### src/rtl/hub75_phy_seq_pkg.sv
// Shared op codes, FSM state encoding and sizing helpers for the HUB75 PHY sequencer.
// HUB75_PHY_ADDR_INC_EN adds the INC state used by incrementing-address panels.
package hub75_phy_seq_pkg;

  typedef enum logic [1:0] {
    OP_LATCH = 2'd0,
    OP_ADDR  = 2'd1,
    OP_BLANK = 2'd2,
    OP_NOP   = 2'd3
  } op_e;

  typedef enum logic [2:0] {
    ST_IDLE   = 3'd0,
    ST_SH_LO  = 3'd1,
    ST_SH_HI  = 3'd2,
    ST_LATCH  = 3'd3,
    ST_ADDR   = 3'd4,
`ifdef HUB75_PHY_ADDR_INC_EN
    ST_SETTLE = 3'd5,
    ST_INC    = 3'd6
`else
    ST_SETTLE = 3'd5
`endif
  } state_e;

  function automatic int max3(input int a, input int b, input int c);
    int m;
    m = a;
    if (b > m) m = b;
    if (c > m) m = c;
    return m;
  endfunction

endpackage

### src/rtl/hub75_phy_seq_if.sv
// Column stream and command channel between the scan engine and the HUB75 PHY.
// Handshake: a beat transfers on a rising clk edge where valid && ready; valid is held until then, ready may depend on state.
interface hub75_phy_seq_if #(
  parameter int SDW        = 6,
  parameter int LOG_N_ROWS = 5
);
  logic [SDW-1:0]        sh_data;
  logic                  sh_valid;
  logic                  sh_ready;
  logic [1:0]            cmd_op;
  logic [LOG_N_ROWS-1:0] cmd_arg;
  logic                  cmd_valid;
  logic                  cmd_ready;

  modport master (
    output sh_data, sh_valid, cmd_op, cmd_arg, cmd_valid,
    input  sh_ready, cmd_ready
  );

  modport slave (
    input  sh_data, sh_valid, cmd_op, cmd_arg, cmd_valid,
    output sh_ready, cmd_ready
  );
endinterface

### src/rtl/hub75_phy_oreg.sv
// Final pad register stage; every pad group goes through one of these so all pads share one latency.
module hub75_phy_oreg #(
  parameter int               WIDTH     = 1,
  parameter logic [WIDTH-1:0] RESET_VAL = '0
) (
  input  logic             clk,
  input  logic             rst,
  input  logic [WIDTH-1:0] d,
  output logic [WIDTH-1:0] q
);

  always_ff @(posedge clk or posedge rst) begin
    if (rst) q <= RESET_VAL;
    else     q <= d;
  end

endmodule

### src/rtl/hub75_phy_seq.sv
// HUB75 PHY sequencer: shifts columns with a divided clock, pulses LE, and changes row address under blanking.
// Define HUB75_PHY_ADDR_INC_EN for panels addressed by increment/reset pulses (adds hub75_addr_inc/hub75_addr_rst).
module hub75_phy_seq
  import hub75_phy_seq_pkg::*;
#(
  parameter int N_BANKS     = 2,
  parameter int N_ROWS      = 32,
  parameter int N_CHANS     = 3,
  parameter int PHY_N       = 1,
  parameter int CLK_DIV     = 2,
  parameter int LE_W        = 2,
  parameter int ADDR_SETTLE = 4,
  localparam int SDW        = N_BANKS * N_CHANS,
  localparam int LOG_N_ROWS = $clog2(N_ROWS)
) (
  input  logic                          clk,
  input  logic                          rst,
  hub75_phy_seq_if.slave                bus,
  output logic                          busy,
  output state_e                        dbg_state,
  output logic [SDW-1:0]                hub75_data,
  output logic [PHY_N*LOG_N_ROWS-1:0]   hub75_addr,
  output logic [PHY_N-1:0]              hub75_clk,
  output logic [PHY_N-1:0]              hub75_le,
  output logic [PHY_N-1:0]              hub75_blank
`ifdef HUB75_PHY_ADDR_INC_EN
  ,
  output logic [PHY_N-1:0]              hub75_addr_inc,
  output logic [PHY_N-1:0]              hub75_addr_rst
`endif
);

  localparam int TW = $clog2(max3(CLK_DIV, LE_W, ADDR_SETTLE) + 1);
  localparam logic [TW-1:0] HALF_LD   = TW'(CLK_DIV / 2 - 1);
  localparam logic [TW-1:0] LE_LD     = TW'(LE_W - 1);
  localparam logic [TW-1:0] SETTLE_LD = TW'(ADDR_SETTLE - 1);

  state_e                state;
  logic [TW-1:0]         cnt;
  logic                  run;
  logic [SDW-1:0]        data_r;
  logic [LOG_N_ROWS-1:0] addr_r;
  logic [LOG_N_ROWS-1:0] tgt;
  logic                  clk_r, le_r, blank_r, blank_lvl;
  logic                  shift_last, sh_acc, cmd_acc;
`ifdef HUB75_PHY_ADDR_INC_EN
  logic                  inc_r, arst_r;
`endif

  // run stays low through reset so neither channel reports ready until the first edge after release.
  assign shift_last    = (state == ST_SH_HI) && (cnt == '0);
  assign bus.sh_ready  = run && ((state == ST_IDLE) || shift_last);
  assign bus.cmd_ready = run && (state == ST_IDLE) && !bus.sh_valid;
  assign sh_acc        = bus.sh_valid && bus.sh_ready;
  assign cmd_acc       = bus.cmd_valid && bus.cmd_ready;
  assign busy          = (state != ST_IDLE);
  assign dbg_state     = state;

  always_ff @(posedge clk or posedge rst) begin
    if (rst) begin
      state     <= ST_IDLE;
      cnt       <= '0;
      run       <= 1'b0;
      data_r    <= '0;
      addr_r    <= '0;
      tgt       <= '0;
      clk_r     <= 1'b0;
      le_r      <= 1'b0;
      blank_r   <= 1'b1;
      blank_lvl <= 1'b1;
`ifdef HUB75_PHY_ADDR_INC_EN
      inc_r     <= 1'b0;
      arst_r    <= 1'b0;
`endif
    end else begin
      run <= 1'b1;
      case (state)
        ST_IDLE: begin
          if (sh_acc) begin
            data_r <= bus.sh_data;
            cnt    <= HALF_LD;
            state  <= ST_SH_LO;
          end else if (cmd_acc) begin
            case (op_e'(bus.cmd_op))
              OP_LATCH: begin
                le_r  <= 1'b1;
                cnt   <= LE_LD;
                state <= ST_LATCH;
              end
              OP_ADDR: begin
                blank_r <= 1'b1;
                tgt     <= bus.cmd_arg;
                state   <= ST_ADDR;
              end
              OP_BLANK: begin
                blank_lvl <= bus.cmd_arg[0];
                blank_r   <= bus.cmd_arg[0];
              end
              default: ;
            endcase
          end
        end
        ST_SH_LO: begin
          if (cnt == '0) begin
            clk_r <= 1'b1;
            cnt   <= HALF_LD;
            state <= ST_SH_HI;
          end else begin
            cnt <= cnt - 1'b1;
          end
        end
        // Last high cycle takes the next column directly so the pad clock has no gap.
        ST_SH_HI: begin
          if (cnt == '0) begin
            clk_r <= 1'b0;
            if (sh_acc) begin
              data_r <= bus.sh_data;
              cnt    <= HALF_LD;
              state  <= ST_SH_LO;
            end else begin
              state <= ST_IDLE;
            end
          end else begin
            cnt <= cnt - 1'b1;
          end
        end
        ST_LATCH: begin
          if (cnt == '0) begin
            le_r  <= 1'b0;
            state <= ST_IDLE;
          end else begin
            cnt <= cnt - 1'b1;
          end
        end
`ifdef HUB75_PHY_ADDR_INC_EN
        ST_ADDR: begin
          if (tgt < addr_r) begin
            arst_r <= 1'b1;
            addr_r <= '0;
          end
          state <= ST_INC;
        end
        // Each increment is one high cycle followed by one low cycle before the next compare.
        ST_INC: begin
          arst_r <= 1'b0;
          if (inc_r) begin
            inc_r <= 1'b0;
          end else if (addr_r == tgt) begin
            cnt   <= SETTLE_LD;
            state <= ST_SETTLE;
          end else begin
            inc_r  <= 1'b1;
            addr_r <= addr_r + 1'b1;
          end
        end
`else
        ST_ADDR: begin
          addr_r <= tgt;
          cnt    <= SETTLE_LD;
          state  <= ST_SETTLE;
        end
`endif
        ST_SETTLE: begin
          if (cnt == '0) begin
            blank_r <= blank_lvl;
            state   <= ST_IDLE;
          end else begin
            cnt <= cnt - 1'b1;
          end
        end
        default: state <= ST_IDLE;
      endcase
    end
  end

  hub75_phy_oreg #(.WIDTH(SDW), .RESET_VAL('0)) u_data (
    .clk(clk), .rst(rst), .d(data_r), .q(hub75_data));
  hub75_phy_oreg #(.WIDTH(PHY_N*LOG_N_ROWS), .RESET_VAL('0)) u_addr (
    .clk(clk), .rst(rst), .d({PHY_N{addr_r}}), .q(hub75_addr));
  hub75_phy_oreg #(.WIDTH(PHY_N), .RESET_VAL('0)) u_clk (
    .clk(clk), .rst(rst), .d({PHY_N{clk_r}}), .q(hub75_clk));
  hub75_phy_oreg #(.WIDTH(PHY_N), .RESET_VAL('0)) u_le (
    .clk(clk), .rst(rst), .d({PHY_N{le_r}}), .q(hub75_le));
  hub75_phy_oreg #(.WIDTH(PHY_N), .RESET_VAL({PHY_N{1'b1}})) u_blank (
    .clk(clk), .rst(rst), .d({PHY_N{blank_r}}), .q(hub75_blank));
`ifdef HUB75_PHY_ADDR_INC_EN
  hub75_phy_oreg #(.WIDTH(PHY_N), .RESET_VAL('0)) u_inc (
    .clk(clk), .rst(rst), .d({PHY_N{inc_r}}), .q(hub75_addr_inc));
  hub75_phy_oreg #(.WIDTH(PHY_N), .RESET_VAL('0)) u_arst (
    .clk(clk), .rst(rst), .d({PHY_N{arst_r}}), .q(hub75_addr_rst));
`endif

endmodule
### src/flat_wrapper.sv
// flat-port wrapper written by rule: the top's interface ports become plain ports
module hub75_phy_seq_flat import hub75_phy_seq_pkg::*;
#(
  parameter int N_BANKS     = 2,
  parameter int N_ROWS      = 32,
  parameter int N_CHANS     = 3,
  parameter int PHY_N       = 1,
  parameter int CLK_DIV     = 2,
  parameter int LE_W        = 2,
  parameter int ADDR_SETTLE = 4,
  localparam int SDW        = N_BANKS * N_CHANS,
  localparam int LOG_N_ROWS = $clog2(N_ROWS)
)
  (clk, rst, busy, dbg_state, hub75_data, hub75_addr, hub75_clk, hub75_le, hub75_blank, bus_sh_data, bus_sh_valid, bus_cmd_op, bus_cmd_arg, bus_cmd_valid, bus_sh_ready, bus_cmd_ready);
  hub75_phy_seq_if bus_i ();
  input  logic clk;
  input  logic rst;
  output logic busy;
  output state_e dbg_state;
  output logic [SDW-1:0] hub75_data;
  output logic [PHY_N*LOG_N_ROWS-1:0] hub75_addr;
  output logic [PHY_N-1:0] hub75_clk;
  output logic [PHY_N-1:0] hub75_le;
  output logic [PHY_N-1:0] hub75_blank;
  input wire logic [$bits(bus_i.sh_data)-1:0] bus_sh_data;
  input wire logic [$bits(bus_i.sh_valid)-1:0] bus_sh_valid;
  input wire logic [$bits(bus_i.cmd_op)-1:0] bus_cmd_op;
  input wire logic [$bits(bus_i.cmd_arg)-1:0] bus_cmd_arg;
  input wire logic [$bits(bus_i.cmd_valid)-1:0] bus_cmd_valid;
  output wire logic [$bits(bus_i.sh_ready)-1:0] bus_sh_ready;
  output wire logic [$bits(bus_i.cmd_ready)-1:0] bus_cmd_ready;
  assign bus_i.sh_data = bus_sh_data;
  assign bus_i.sh_valid = bus_sh_valid;
  assign bus_i.cmd_op = bus_cmd_op;
  assign bus_i.cmd_arg = bus_cmd_arg;
  assign bus_i.cmd_valid = bus_cmd_valid;
  assign bus_sh_ready = bus_i.sh_ready;
  assign bus_cmd_ready = bus_i.cmd_ready;
  hub75_phy_seq #(.N_BANKS(N_BANKS), .N_ROWS(N_ROWS), .N_CHANS(N_CHANS), .PHY_N(PHY_N), .CLK_DIV(CLK_DIV), .LE_W(LE_W), .ADDR_SETTLE(ADDR_SETTLE)) u_core (.clk(clk), .rst(rst), .bus(bus_i), .busy(busy), .dbg_state(dbg_state), .hub75_data(hub75_data), .hub75_addr(hub75_addr), .hub75_clk(hub75_clk), .hub75_le(hub75_le), .hub75_blank(hub75_blank));
endmodule
### config.mk
export PLATFORM = sky130hd
export DESIGN_NAME = hub75_phy_seq_flat
export DESIGN_NICKNAME = d
export VERILOG_FILES = /design/src/rtl/hub75_phy_seq_pkg.sv /design/src/rtl/hub75_phy_seq_if.sv /design/src/rtl/hub75_phy_oreg.sv /design/src/rtl/hub75_phy_seq.sv /design/src/flat_wrapper.sv
export SDC_FILE = /design/constraint.sdc
export NUM_CORES = 1
export LEC_CHECK = 0
export CORE_ASPECT_RATIO = 0.6
export CORE_MARGIN = 2
export CORE_UTILIZATION = 36
export DETAILED_ROUTE_END_ITERATION = 8
export HOLD_SLACK_MARGIN = 0.03
export SLEW_MARGIN = 0
export SYNTH_ARGS = -nofsm -noshare
export SYNTH_HDL_FRONTEND = slang
export SYNTH_SLANG_ARGS = --single-unit
### constraint.sdc
create_clock -name clk -period 2.2 [get_ports clk]
set_input_delay 0.66 -clock clk [delete_from_list [all_inputs] [get_ports clk]]
set_output_delay 0.66 -clock clk [all_outputs]
set_load 0.005 [all_outputs]
Yosys cells after proc, flatten, opt, wreduce, memory -nomap -nowiden
Index checks and enable logic that the tools add are counted.
{"block": "op_classes", "n_eq_ne": 21, "muxes": 31, "bitwise": 1, "n_addsub": 1, "n_reduce_logical": 26}
{"cell": "$mux 3", "count": 12}
{"cell": "$pmux 3 s5", "count": 2}
{"cell": "$reduce_and 5->1", "count": 4}
{"cell": "$mux 6", "count": 2}
{"cell": "$pmux 6 s2", "count": 1}
{"cell": "$ne 2x1->1 const B", "count": 5}
{"cell": "$mux 1", "count": 9}
{"cell": "$ne 2x2->1 const B", "count": 4}
{"cell": "$pmux 1 s2", "count": 4}
{"cell": "$reduce_and 4->1", "count": 2}
{"cell": "$reduce_bool 2->1", "count": 4}
{"cell": "$eq 3x2->1 const B", "count": 2}
{"cell": "$eq 3x3->1 const B", "count": 2}
{"cell": "$logic_and 1x1->1", "count": 6}
{"cell": "$logic_not 3->1", "count": 2}
{"cell": "$ne 3x2->1 const B", "count": 2}
{"cell": "$pmux 3 s2", "count": 1}
{"cell": "$reduce_bool 5->1", "count": 1}
{"cell": "$ne 4x3->1 const B", "count": 1}
{"cell": "$eq 3x1->1 const B", "count": 1}
{"cell": "$ne 3x1->1 const B", "count": 1}
{"cell": "$ne 3x3->1 const B", "count": 1}
{"cell": "$reduce_and 3->1", "count": 1}
{"cell": "$reduce_bool 3->1", "count": 1}
{"cell": "9 further kinds", "count": 9}
{"block": "word_totals", "input_bits": 17, "regBits": 41}

Longest topological paths before layout
{"block": "logic_depth", "depth_word": 8, "ltp_mapped": 8}

By module
A second synthesis with hierarchy kept.
{"block": "unflattened", "cells_unflattened": 148, "hier_area_um2": 1863.0}
{"module": "hub75_phy_seq", "seq_area_each_um2": 678.2, "cells_per_inst": 129, "area_each_um2": 1492.7, "n_inst": 1}
{"module": "hub75_phy_oreg at u_core.u_data", "seq_area_each_um2": 150.1, "cells_per_inst": 7, "area_each_um2": 153.9, "n_inst": 1}
{"module": "hub75_phy_oreg at u_core.u_addr", "seq_area_each_um2": 125.1, "cells_per_inst": 6, "area_each_um2": 128.9, "n_inst": 1}
{"module": "hub75_phy_oreg at u_core.u_clk ...", "seq_area_each_um2": 25.0, "cells_per_inst": 2, "area_each_um2": 28.8, "n_inst": 2}
{"module": "hub75_phy_oreg at u_core.u_blank", "seq_area_each_um2": 26.3, "cells_per_inst": 2, "area_each_um2": 30.0, "n_inst": 1}

Worst setup path before layout
No wires, ideal clock.
{"block": "synth_path", "path_type": "reg2reg", "startpoint": "register u_core.cnt[0]", "endpoint": "register u_core.cnt[1]", "stages_incl_launch_ff": 9, "setup_time_ps": 125, "path_slack_ps": 54, "t_arrival_ps": 2022, "path_buffers": 1, "path_cell_list": "dfrtp_1 inv_1 ha_1 nand2b_4 buf_6 a2111oi_4 a21oi_1 nor2_1 mux2_2"}
{"block": "synth_via", "elab_chain_cells": 7}
{"element": "from (decl)", "line": "hub75_phy_seq.sv:39", "source": "logic [TW-1:0] cnt;"}
{"element": "from (signal assigned)", "line": "hub75_phy_seq.sv:109", "source": "cnt <= cnt - 1'b1;"}
{"element": "from (signal assigned)", "line": "hub75_phy_seq.sv:124", "source": "cnt <= cnt - 1'b1;"}
{"element": "from (signal assigned)", "line": "hub75_phy_seq.sv:132", "source": "cnt <= cnt - 1'b1;"}
{"element": "$logic_not 3->1"}
{"element": "$logic_and 1x1->1", "line": "hub75_phy_seq.sv:51", "source": "assign shift_last = (state == ST_SH_HI) && (cnt == '0);"}
{"element": "$logic_or 1x1->1", "line": "hub75_phy_seq.sv:52", "source": "assign bus.sh_ready = run && ((state == ST_IDLE) || shift_last);"}
{"element": "$logic_and 1x1->1", "line": "hub75_phy_seq.sv:52"}
{"element": "$logic_and 1x1->1", "line": "hub75_phy_seq.sv:54", "source": "assign sh_acc = bus.sh_valid && bus.sh_ready;"}
{"element": "$ne 3x2->1 (no line), or another cell as far along"}
{"element": "$reduce_and 5->1 (no line) or $pmux 3 s5 (tied branches)"}
Parallel ways exist; a longest one is shown, timed or not. The select of a mux whose other input is x is not followed.
A chain may end at the register's enable or synchronous reset.

Worst setup path in the final report
{"block": "layout_path", "startpoint": "register u_core.state[0] (netlist: u_core.dbg_state[0])", "endpoint": "output port bus_sh_ready"}
{"block": "layout_via", "elab_chain_cells": 4}
{"element": "from (decl)", "line": "hub75_phy_seq.sv:38", "source": "state_e state;"}
{"element": "from (signal assigned)", "line": "hub75_phy_seq.sv:61", "source": "state <= ST_IDLE;"}
{"element": "from (signal assigned)", "line": "hub75_phy_seq.sv:82", "source": "state <= ST_SH_LO;"}
{"element": "from (signal assigned)", "line": "hub75_phy_seq.sv:88", "source": "state <= ST_LATCH;"}
{"element": "$eq 3x2->1", "line": "hub75_phy_seq.sv:51"}
{"element": "$logic_and 1x1->1", "line": "hub75_phy_seq.sv:51"}
{"element": "$logic_or 1x1->1 *", "line": "hub75_phy_seq.sv:52"}
{"element": "$logic_and 1x1->1 *", "line": "hub75_phy_seq.sv:52"}
{"element": "to (decl)", "line": "flat_wrapper.sv:30", "source": "output wire logic [$bits(bus_i.sh_ready)-1:0] bus_sh_ready;"}
Mark *: on every way between the ends. The rest lies on a longest branch, timed or not.

==> flow_metrics.tcl <==
set metrics [dict create \
    status "finished, final reports clean" \
    fill_cells 430 \
    row_count 19 \
    pwr-share-seq_pct 37.7 \
    die_h_microns 58.4 \
    multi_input_area_sq_um 708 \
    dr.max_layer_used "met4" \
    critPathKind "flip-flop to output pin" \
    h-tree-depth 2 \
    register_area_sq_um 1030 \
    yosys_warnings 0 \
    nets 226 \
    routed_wl_mm 3.72 \
    dp.final_hpwl_mm 2.87 \
    synth_area_sq_um 1780 \
    clkLatencyLatePin_ns 0.29 \
    die-area_sq_um 5530 \
    cts_made_buffers 5 \
    drcViolationCount 0 \
    seq_area_frac_synth_pct 58.0 \
    drtIter0Drc 79 \
    synthToLayoutAreaGrowth_pct 38.7 \
    io_pins 37 \
    timing.hold.ws_ns 0.373 \
    p_int_uw 2260 \
    synthCells 147 \
    drive_gt1_share_pct 29.3 \
    finalHoldViolCount 0 \
    die_w_microns 94.7 \
    n_antenna_cell 0 \
    initial_core_util_pct 38.1 \
    power_switching_uw 1040 \
    final_cell_mix "38 x dfrtp_1, 33 x clkdlybuf4s50_1, 19 x buf_4" \
    grt_pass1_wl_mm 6.17 \
    skew_ns 0.00413 \
    rsz0062_at_grt "false" \
    layout_commonest_cell "dfrtp_1" \
    antenna_found_initial 0 \
    final_util_pct 52.8 \
    first_pass_iters 5 \
    timing.fmax_mhz 474 \
    slew_violations 0 \
    wire_per_inst_microns 13.9 \
    wl_met2_mm 1.74 \
    syn-mean-instance-area_sq_um 12.1 \
    finalSetupViolCount 0 \
    via_count 1295 \
    crit_required_ns 1.54 \
    met1_length_mm 1.78 \
    avgViaCountPerCell 4.83 \
    worst-path-max-fanout 14 \
    clockPowerShare_pct 19.0 \
    min_period_over_period_pct 96.0 \
    yosysUniqueCellTypes 35 \
    coreArea_sq_um 4660 \
    p_sw_share_pct 31.5 \
    cts_tree "yes" \
    routabilityCongestion 0.844 \
    gr-total-overflow 0 \
    combPwrFrac_pct 43.3 \
    clk_path_buf_depth 2 \
    synth_nets 169 \
    fin_crit_ns 2.11 \
    power_density_nw_per_um2 1340 \
    wl_met3_microns 154 \
    cts_root_buf "clkbuf_8" \
    ir_drop_uv 576 \
    hp-class "flip-flop to flip-flop" \
    ant_nets 0 \
    grt_pass1_vias 1284 \
    synth_seq_cells 41 \
    p_leak_uw 0.00110 \
    worst_slack_ns 0.0887 \
    postCtsHoldBufs 0 \
    drv_cap 0 \
    cts_sinks 41 \
    clk_pin_slew_ns 0.08 \
    arrival_ns 1.45 \
    grt_usage_pct 15.0 \
    startpoint_type "flip-flop" \
    place_ws_ns -0.297 \
    io_buffers 36 \
    worstSetupEndpointType "output pin" \
    grt_start_max_net_pins 19 \
]
## worst paths after layout
path,from,endpoint,slack (ns),cells past startpoint
max,u_core.dbg_state[0],bus_sh_ready,0.09,5
min,u_core.blank_r,u_core.u_blank.q,0.37,0
max reg2reg,u_core.cnt[1],u_core.cnt[1],0.13,8
min reg2reg,u_core.blank_r,u_core.u_blank.q,0.37,0
max in group asynchronous,rst,u_core.dbg_state[2],1.09,3
min in group asynchronous,rst,u_core.addr_r[0],0.59,2
## layout make-up
| class | instances | area share [%] |
|---|---|---|
| flip-flops and latches | 41 | 41.8 |
| multi-input cells | 93 | 28.8 |
| repair buffers | 55 | 20.1 |
| clock buffers | 6 | 3.35 |
| well taps | 63 | 3.20 |
| clock inverters | 2 | 1.52 |
| inverters | 8 | 1.22 |
## kinds of logic (layout without fill, tap and decap cells)
kind of cell,Yosys count,in the layout,synth area share (%)
flops,41,41,58.0
simple gates,38,38,11.2
compound gates,29,29,11.3
mux,20,20,12.5
buf+inv,13,71,3.24
fa+ha+maj,5,5,3.52
other cells,1,1,0.211
## per-stage QoR
step	instance area, sq um	instances	total power, uW	setup TNS [ns]
2_1_floorplan	1780	147	1980	0
3_3_place_gp	2330	260	2610	-2.11
3_5_place_dp	2330	260	2670	-2.43
4_1_cts	2470	268	3320	0
5_1_grt	2460	268	3530	0
6_report	2460	268	3290	0
## per-layer routing
metal | global-route usage [%] | vias to the layer above
met5 | 0 | -
met4 | 4.97 | 0
met3 | 3.97 | 5
met2 | 23.0 | 30
met1 | 20.9 | 641
li1 | - | 619
## cell usage after synthesis (all sizes together)
master	count	share of area [%]
o2bb2ai	1	0.49
nand2b	3	1.5
nand3b	3	1.3
nor3	2	0.56
mux2	18	11
nor2	9	1.9
dfrtp	38	54
a31oi	1	0.35
o31ai	1	0.42
mux2i	2	1.1
nor4	1	0.35
a21oi	7	2.2
a2111oi	1	1.6
a221o	1	0.56
nor3b	1	0.42
and2b	1	0.49
inv	8	1.7
dfstp	3	4.4
or3	1	0.35
or4	1	0.49
o21ai	12	3.4
and3b	1	0.56
conb	1	0.21
ha	5	3.5
a211oi	1	0.42
buf	2	0.92
clkbuf	3	0.63
o21bai	2	0.85
o22ai	2	1.1
nand2	13	2.7
nand3	2	0.56
## registers in the layout (all words and copies together) (netlist names)
| register | flops |
|---|---|
| u_core.addr_r | 5 |
| u_core.blank_lvl | 1 |
| u_core.blank_r | 1 |
| u_core.clk_r | 1 |
| u_core.cnt | 3 |
| u_core.data_r | 6 |
| u_core.dbg_state | 3 |
| u_core.le_r | 1 |
| u_core.run | 1 |
| u_core.tgt | 5 |
| u_core.u_addr.q | 5 |
| u_core.u_blank.q | 1 |
| u_core.u_clk.q | 1 |
| u_core.u_data.q | 6 |
| u_core.u_le.q | 1 |
## what timing repair did
action                     CTS  global route
pin swaps                    1             2
setup endpoints to repair    3             4
buffers inserted             0             0
gates resized for setup      9             2
## critical path, cell delays in order, from the launching register on
cell and delay, ns:
dfrtp_1 0.38, buf_4 0.19, nor2_2 0.15, nand2_1 0.06
a21oi_1 0.12, dlygate4sd2_1 0.25
## power by group through the flow
| stage | Combinational [uW] | Sequential, uW | Clock, uW |
|---|---|---|---|
| after CTS | 1430 | 1250 | 641 |
| after global routing | 1560 | 1290 | 679 |
| after detailed placement | 1410 | 1260 | 0 |
| after global placement | 1380 | 1240 | 0 |
| final | 1420 | 1240 | 624 |
| after floorplan | 736 | 1250 | 0 |
Power figures use the tool's default switching activity.
